--- config.mk ---
export PLATFORM = sky130hd
export DESIGN_NAME = uart_tx_ctrl
export DESIGN_NICKNAME = d
export VERILOG_FILES = /design/src/rtl/uart_tx_ctrl.sv
export SDC_FILE = /design/constraint.sdc
export NUM_CORES = 1
export LEC_CHECK = 0
export BUFFER_PORTS_ARGS = -buffer_cell sky130_fd_sc_hd__buf_2
export CAP_MARGIN = 20
export CORE_UTILIZATION = 48
export DETAILED_ROUTE_END_ITERATION = 16
export PLACE_DENSITY = 0.82
export SYNTH_ARGS = -nofsm -noshare
export SYNTH_HDL_FRONTEND = slang
export SYNTH_SLANG_ARGS = --single-unit
--- constraint.sdc ---
create_clock -name clk -period 1.6 [get_ports clk]
set_input_delay 0.32 -clock clk [delete_from_list [all_inputs] [get_ports clk]]
set_output_delay 0.32 -clock clk [all_outputs]
set_load 0.1 [all_outputs]
--- src/rtl/uart_tx_ctrl.sv ---
// UART transmitter: start bit, DATA_BITS data bits sent LSB first, then a stop period.
// Bit timing advances only on baud oversample ticks.
module uart_tx_ctrl #(
  parameter int DATA_BITS  = 8,
  parameter int OVERSAMPLE = 16,
  parameter int STOP_TICKS = 16
) (
  input  logic                 clk,
  input  logic                 rst,
  input  logic                 bau_tick_i,
  input  logic [DATA_BITS-1:0] tx_data_i,
  input  logic                 tx_valid_i,
  output logic                 tx_ready_o,
  output logic                 tx_o,
  output logic                 tx_busy_o,
  output logic                 tx_done_o
);

  localparam int CNT_MAX = (OVERSAMPLE > STOP_TICKS) ? OVERSAMPLE : STOP_TICKS;
  localparam int SW      = $clog2(CNT_MAX);
  localparam int NW      = $clog2(DATA_BITS);

  localparam logic [SW-1:0] OS_LAST   = SW'(OVERSAMPLE - 1);
  localparam logic [SW-1:0] STOP_LAST = SW'(STOP_TICKS - 1);
  localparam logic [NW-1:0] N_LAST    = NW'(DATA_BITS - 1);

  typedef enum logic [1:0] {
    S_IDLE,
    S_START,
    S_DATA,
    S_STOP
  } state_t;

  state_t               r_state, w_state_next;
  logic [SW-1:0]        r_s_cnt, w_s_cnt_next;
  logic [NW-1:0]        r_n_cnt, w_n_cnt_next;
  logic [DATA_BITS-1:0] r_shift, w_shift_next;
  logic                 r_tx, w_tx_next;
  logic                 r_done, w_done_next;

  always_ff @(posedge clk or posedge rst) begin
    if (rst) begin
      r_state <= S_IDLE;
      r_s_cnt <= '0;
      r_n_cnt <= '0;
      r_shift <= '0;
      r_tx    <= 1'b1;
      r_done  <= 1'b0;
    end else begin
      r_state <= w_state_next;
      r_s_cnt <= w_s_cnt_next;
      r_n_cnt <= w_n_cnt_next;
      r_shift <= w_shift_next;
      r_tx    <= w_tx_next;
      r_done  <= w_done_next;
    end
  end

  always_comb begin
    w_state_next = r_state;
    w_s_cnt_next = r_s_cnt;
    w_n_cnt_next = r_n_cnt;
    w_shift_next = r_shift;
    w_done_next  = 1'b0;

    case (r_state)
      S_IDLE: begin
        w_s_cnt_next = '0;
        w_n_cnt_next = '0;
        if (tx_valid_i) begin
          w_shift_next = tx_data_i;
          w_state_next = S_START;
        end
      end
      S_START: begin
        if (bau_tick_i) begin
          if (r_s_cnt == OS_LAST) begin
            w_state_next = S_DATA;
            w_s_cnt_next = '0;
            w_n_cnt_next = '0;
          end else begin
            w_s_cnt_next = r_s_cnt + 1'b1;
          end
        end
      end
      S_DATA: begin
        if (bau_tick_i) begin
          if (r_s_cnt == OS_LAST) begin
            w_shift_next = r_shift >> 1;
            w_s_cnt_next = '0;
            if (r_n_cnt == N_LAST) begin
              w_state_next = S_STOP;
            end else begin
              w_n_cnt_next = r_n_cnt + 1'b1;
            end
          end else begin
            w_s_cnt_next = r_s_cnt + 1'b1;
          end
        end
      end
      S_STOP: begin
        if (bau_tick_i) begin
          if (r_s_cnt == STOP_LAST) begin
            w_state_next = S_IDLE;
            w_s_cnt_next = '0;
            w_done_next  = 1'b1;
          end else begin
            w_s_cnt_next = r_s_cnt + 1'b1;
          end
        end
      end
      default: begin
        w_state_next = S_IDLE;
        w_s_cnt_next = '0;
        w_n_cnt_next = '0;
      end
    endcase
  end

  // The line is registered, so it is derived from the state being entered.
  always_comb begin
    w_tx_next = 1'b1;
    case (w_state_next)
      S_START: w_tx_next = 1'b0;
      S_DATA:  w_tx_next = w_shift_next[0];
      default: w_tx_next = 1'b1;
    endcase
  end

  assign tx_ready_o = (r_state == S_IDLE);
  assign tx_busy_o  = (r_state != S_IDLE);
  assign tx_o       = r_tx;
  assign tx_done_o  = r_done;

endmodule

==> results of run 1 <==
==> area by class of cell <==
type	instances	area, µm²
flip-flops and latches	19	479
inverters	7	30.0
clock buffers	4	26.3
fillers	142	563
repair buffers	32	228
multi-input cells	62	463
well taps	25	31.3
==> where the power goes <==
| part | switching [mW] | internal (mW) | leakage (nW) |
|---|---|---|---|
| sequential | 0.151 | 0.683 | 0.238 |
| combinational | 0.579 | 0.502 | 0.383 |
| clock | 0.138 | 0.0970 | 0.0150 |
| total | 0.868 | 1.28 | 0.636 |
==> through the flow <==
stage / util / TNS [ns]
after floorplan: - / -0.0178
after global placement: 0.628 / 0
after detailed placement: 0.628 / -0.0335
after CTS: 0.674 / -0.0530
after global routing: 0.691 / -0.0979
final: 0.691 / -0.0664
==> flip-flops by register name, summed over array words and instances, names as in the netlist <==
| name | count |
|---|---|
| r_n_cnt | 3 |
| r_s_cnt | 4 |
| r_state | 2 |
| tx_o | 1 |
| tx_done_o | 1 |
| r_shift | 8 |
==> synth_stat cells, types with 2 or more instances <==
master,instances,area (µm²)
a21oi_1,3,15.0
a21oi_2,2,17.5
a221o_1,7,70.1
a22o_1,2,17.5
a311oi_1,2,17.5
and3_1,6,37.5
buf_2,4,20.0
dfrtp_1,18,450
ha_1,3,37.5
inv_1,7,26.3
nand2_1,4,15.0
nand3_1,2,10.0
nor2_1,9,33.8
nor3_1,5,25.0
o21ai_0,3,15.0
==> worst paths after layout <==
kind,startpoint,slack [ns],cells after the start,endpoint
setup reg to reg,r_s_cnt[0],-0.07,5,tx_o
setup / recovery,r_s_cnt[0],-0.07,5,tx_o
min in group clk,tx_data_i[7],0.26,3,r_shift[7]
max in group asynchronous,rst,1.30,3,tx_o
hold / removal,rst,0.03,3,r_shift[1]
hold reg to reg,r_n_cnt[2],0.51,1,r_n_cnt[2]
==> cell families (layout without fill, tap and decap cells) <==
family | after synthesis | after routing
AND/OR/NAND/NOR | 33 | 33
AO/OA/AOI/OAI | 22 | 22
flip-flops | 19 | 19
buffers and inverters | 12 | 43
adder cells (fa/ha/maj) | 3 | 3
multiplexers | 3 | 3
XOR/XNOR | 1 | 1
==> timing repair <==
item / CTS / global route
setup buffers: 7 / 3
resized for setup: 3 / 3
endpoints found under the setup margin: 3 / 11
hold buffers: 0 / 0
pin swaps: 2 / 2
==> critical path, stage by stage (launching register included) <==
cell	delay (ns)
dfrtp_1	0.41
ha_4	0.17
and4_4	0.25
mux2_4	0.29
a221o_1	0.33
a21oi_2	0.15
==> metal layers <==
| metal | up-vias | track usage | wire length (µm) |
|---|---|---|---|
| met4 | 0 | 0.0571 | 21 |
| li1 | 400 | - | - |
| met1 | 389 | 0.257 | 894 |
| met5 | - | 0 | 0 |
| met2 | 17 | 0.364 | 996 |
| met3 | 4 | 0.0692 | 87 |
==> key figures, run 1 <==
Placed design
  • Setup WS pre-CTS: -0.0335 ns
  • Post-DP HPWL: 1360 µm
  • # port buffers: 15
  • GPL Wtd Cong: 0.749
  • Placed cell count: 135
  • DP Area: 0.00114 mm²

Power and ir drop
  • Leak: 0.636 nW
  • Power per cell area: 1710 mW/mm²
  • Worst vdd ir: 0.00115 V
  • Overall Power: 2.15 mW

Die
  • Die height: 47.1 µm
  • Standard-cell rows: 15
  • # IOs: 16
  • Core footprint: 0.00182 mm²
  • Die width: 47.1 µm
  • Die area: 0.00222 mm²
  • Initial Utilization: 0.537

Timing
  • Worst slew margin: 0.679
  • Hold slack: 0.0279 ns
  • Tmin final: 1.67 ns
  • Fmax: 0.600 GHz
  • Final clock skew: 0.0114 ns
  • Tcrit/Tclk final: 1.04
  • Final Hold Fails: 0
  • Setup Viol. Count Final: 1
  • RSZ-0062 raised after global routing: true
  • Max-slew violations: 0
  • Setup ws final: -0.0664 ns
  • Worst Tran Pin Value: 0.485 ns

Layout
  • # diodes: 0
  • Area Growth Syn to Fin: 28.7%
  • Post-Layout Cell Count: 149
  • Final Cell Area: 0.00126 mm²
  • NumNets Final: 140
  • Most frequent cells in the layout: buf_4 (16), dfrtp_1 (16), buf_2 (13)
  • Layout cell share with drive strength beyond 1: 0.395

Route
  • Via density: 5.44
  • DRC: 0
  • Router iterations before antenna repair: 4
  • WL final: 2000 µm
  • Post-route ant nets: 0
  • Drt initial violations: 16
  • Mean routed wirelength per cell: 13.4 µm
  • Via count: 810

Synth
  • Yosys cell types: 31
  • Post-synthesis compound-gate area fraction: 0.182
  • Post-synthesis xor/xnor area fraction: 0.00896
  • Synthesized netlist net count: 108
  • Yosys reg bits: 19
  • Post-Syn Area per Cell: 10.5 µm²
  • Synthesized area: 977 µm²
  • Asr flop ratio synth: 1.00
  • Mux share of post-synthesis cell area: 0.0371
  • Simple-gate portion of the synthesized area: 0.187
  • Yosys warns: 0
  • Adder-Cell Fraction of Synth Area: 0.0384
  • Cells after Synth: 93
  • Post-synthesis sequential area ratio: 0.488
  • EDFF count, synth: 0
  • Main synth FF type: dfrtp_1
  • Largest family of logic cells by synthesized area: simple AND/OR/NAND/NOR gates

Clock network
  • Clk_lat worst skew: 0.30 ns
  • Clk buf depth: 2
  • CTS tree: yes
  • Total CTS buffers: 3
  • Clock-pin slew on the worst setup and hold paths: 0.11 ns
  • H-tree depth: 1
  • Root Driver: clkbuf_4
  • TritonCTS Sinks: 19

Setup path
  • Crit path arrival time: 1.89 ns
  • Critical path class: register to register
  • Worst endpoint required time: 1.82 ns
  • Max FO, Critical Path: 4
  • Crit start category: register
  • Crit path capture type: register

Global routing
  • Tot GR Track Use: 0.212
  • Initial antenna violation count: 0
  • Global-route wire length before repair: 3220 µm
  • GRT overflow: 0
  • Vias in the first global route: 769
  • Largest net degree at the start of global routing: 20

Flow run
  • Max-cap violations: 0

Hold path
  • Hold WC Path Type: input pin to asynchronous set/reset pin

Status
  • Violated checks: negative setup slack
  • Status: complete, but fails checks
Power figures use the tool's default switching activity.
==> run 2: changes to the inputs <==
Settings changed: CORE_MARGIN from default to 10.
==> key figures, run 2 (synthesis gave the netlist of run 1 again) <==
Setup path
  • Critical Path Source: r_n_cnt[0]
  • CP max stage cell: a311oi_1
  • Worst endpoint required time: 1.83 ns
  • Critical path class: register to register
  • Max FO, Critical Path: 3
  • Crit path arrival time: 1.89 ns
  • CP cell instances: ha_1 > ha_1 > a311oi_1 > o22a_1 > a21oi_2
  • Worst reg2reg path startpoint: r_n_cnt[0]
  • Crit path capture type: register
  • Worst path max stage delay: 0.46 ns
  • Crit path top cell by count: ha_1
  • Crit start category: register

Layout
  • Commonest non-fill, non-tap cell in the layout: dfrtp_1
  • Area of the multi-input gates: 468 µm²
  • Post-Layout Cell Count: 148
  • Post-layout util: 0.649
  • Filler Cell Count: 148
  • Layout cell share with drive strength beyond 1: 0.388
  • Regs by FF count: r_shift x8, r_s_cnt x4, r_n_cnt x3
  • NumNets Final: 137
  • Reg with most FFs: r_shift
  • Most frequent cells in the layout: dfrtp_1 (16), buf_2 (13), buf_4 (13)
  • Area taken by flip-flops and latches: 479 µm²
  • Largest register FFs: 8
  • Area Growth Syn to Fin: 28.9%
  • # diodes: 0
  • Final Cell Area: 0.00126 mm²

Global routing
  • Tot GR Track Use: 0.117
  • GRT overflow: 0
  • Initial antenna violation count: 0
  • Largest net degree at the start of global routing: 20
  • Global-route wire length before repair: 3980 µm
  • Vias in the first global route: 871

Timing
  • RSZ-0062 raised after global routing: true
  • Tmin final: 1.66 ns
  • Worst Tran Pin Value: 0.486 ns
  • Setup Viol. Count Final: 2
  • Final Hold Fails: 0
  • Setup TNS Final: -0.0663 ns
  • Hold slack: 0.0210 ns
  • Setup ws final: -0.0624 ns
  • Final clock skew: 0.00154 ns
  • Tcrit/Tclk final: 1.04
  • Fmax: 0.602 GHz
  • Worst slew margin: 0.678
  • Max-slew violations: 0

Clock network
  • Clk buf depth: 2
  • Clk_lat worst skew: 0.29 ns
  • Root Driver: clkbuf_4
  • # hold bufs at CTS: 0
  • TritonCTS Sinks: 19
  • Clock-pin slew on the worst setup and hold paths: 0.10 ns
  • H-tree depth: 1
  • CTS tree: yes
  • Total CTS buffers: 3

Die
  • Core footprint: 0.00194 mm²
  • Initial Utilization: 0.503
  • Standard-cell rows: 16
  • # IOs: 16
  • Die width: 65.1 µm
  • Die height: 65.1 µm
  • Die area: 0.00424 mm²

Power and ir drop
  • Leak: 0.628 nW
  • Overall Power: 2.16 mW
  • Power per cell area: 1720 mW/mm²
  • Worst vdd ir: 0.00136 V

Route
  • Drt initial violations: 30
  • DRC: 0
  • Post-route ant nets: 0
  • WL final: 2300 µm
  • Mean routed wirelength per cell: 15.5 µm
  • Via density: 5.68
  • Router iterations before antenna repair: 4
  • Via count: 840

Flow run
  • Max-cap violations: 0

Hold path
  • Hold WC Path Type: input pin to asynchronous set/reset pin

Status
  • Violated checks: negative setup slack
  • Status: complete, but fails checks

Placed design
  • GPL Wtd Cong: 0.819
  • Post-DP HPWL: 1490 µm
  • Setup WS pre-CTS: 0.00516 ns
  • Placed cell count: 137
  • # port buffers: 15
  • DP Area: 0.00116 mm²
-- run 2: timing repair --
item	CTS	global route
endpoints found under the setup margin	3	10
setup buffers	5	2
resized for setup	2	3
pin swaps	2	1
cloned	0	0
-- run 2: path summary, 6_finish.rpt --
kind / to / slack [ns] / depth (start not counted)
max in group asynchronous: tx_o / 1.32 / 3
max: tx_o / -0.06 / 5
min in group clk: r_shift[7] / 0.27 / 3
min reg2reg: r_n_cnt[1] / 0.52 / 1
max reg2reg: tx_o / -0.06 / 5
min: r_shift[1] / 0.02 / 3
-- run 2: cell type report --
| type | count | area share |
|---|---|---|
| Clock buffer | 4 | 0.0209 |
| Inverter | 7 | 0.0238 |
| Multi-Input combinational cell | 62 | 0.371 |
| Sequential cell | 19 | 0.380 |
| Timing Repair Buffer | 29 | 0.177 |
| Tap cell | 27 | 0.0268 |
-- run 2: metal layers --
layer | vias up | track usage | wire (µm)
met2 | 19 | 0.193 | 1160
li1 | 394 | - | -
met5 | - | 0 | 0
met1 | 419 | 0.126 | 939
met4 | 0 | 0.0642 | 74
met3 | 8 | 0.0458 | 120
-- run 2: report_power, final --
group / internal [mW] / leakage (nW) / total [mW] / switching, mW
Clock: 0.0970 / 0.0150 / 0.241 / 0.144
Sequential: 0.682 / 0.238 / 0.841 / 0.159
Combinational: 0.485 / 0.374 / 1.08 / 0.597
-- run 2: worst max-delay path, delay by kind of cell (launching register included) --
family | cells | cell delay [ns]
DFF | 1 | 0.40
adders and majority gates | 2 | 0.42
AOI/OAI and AO/OA | 3 | 0.78
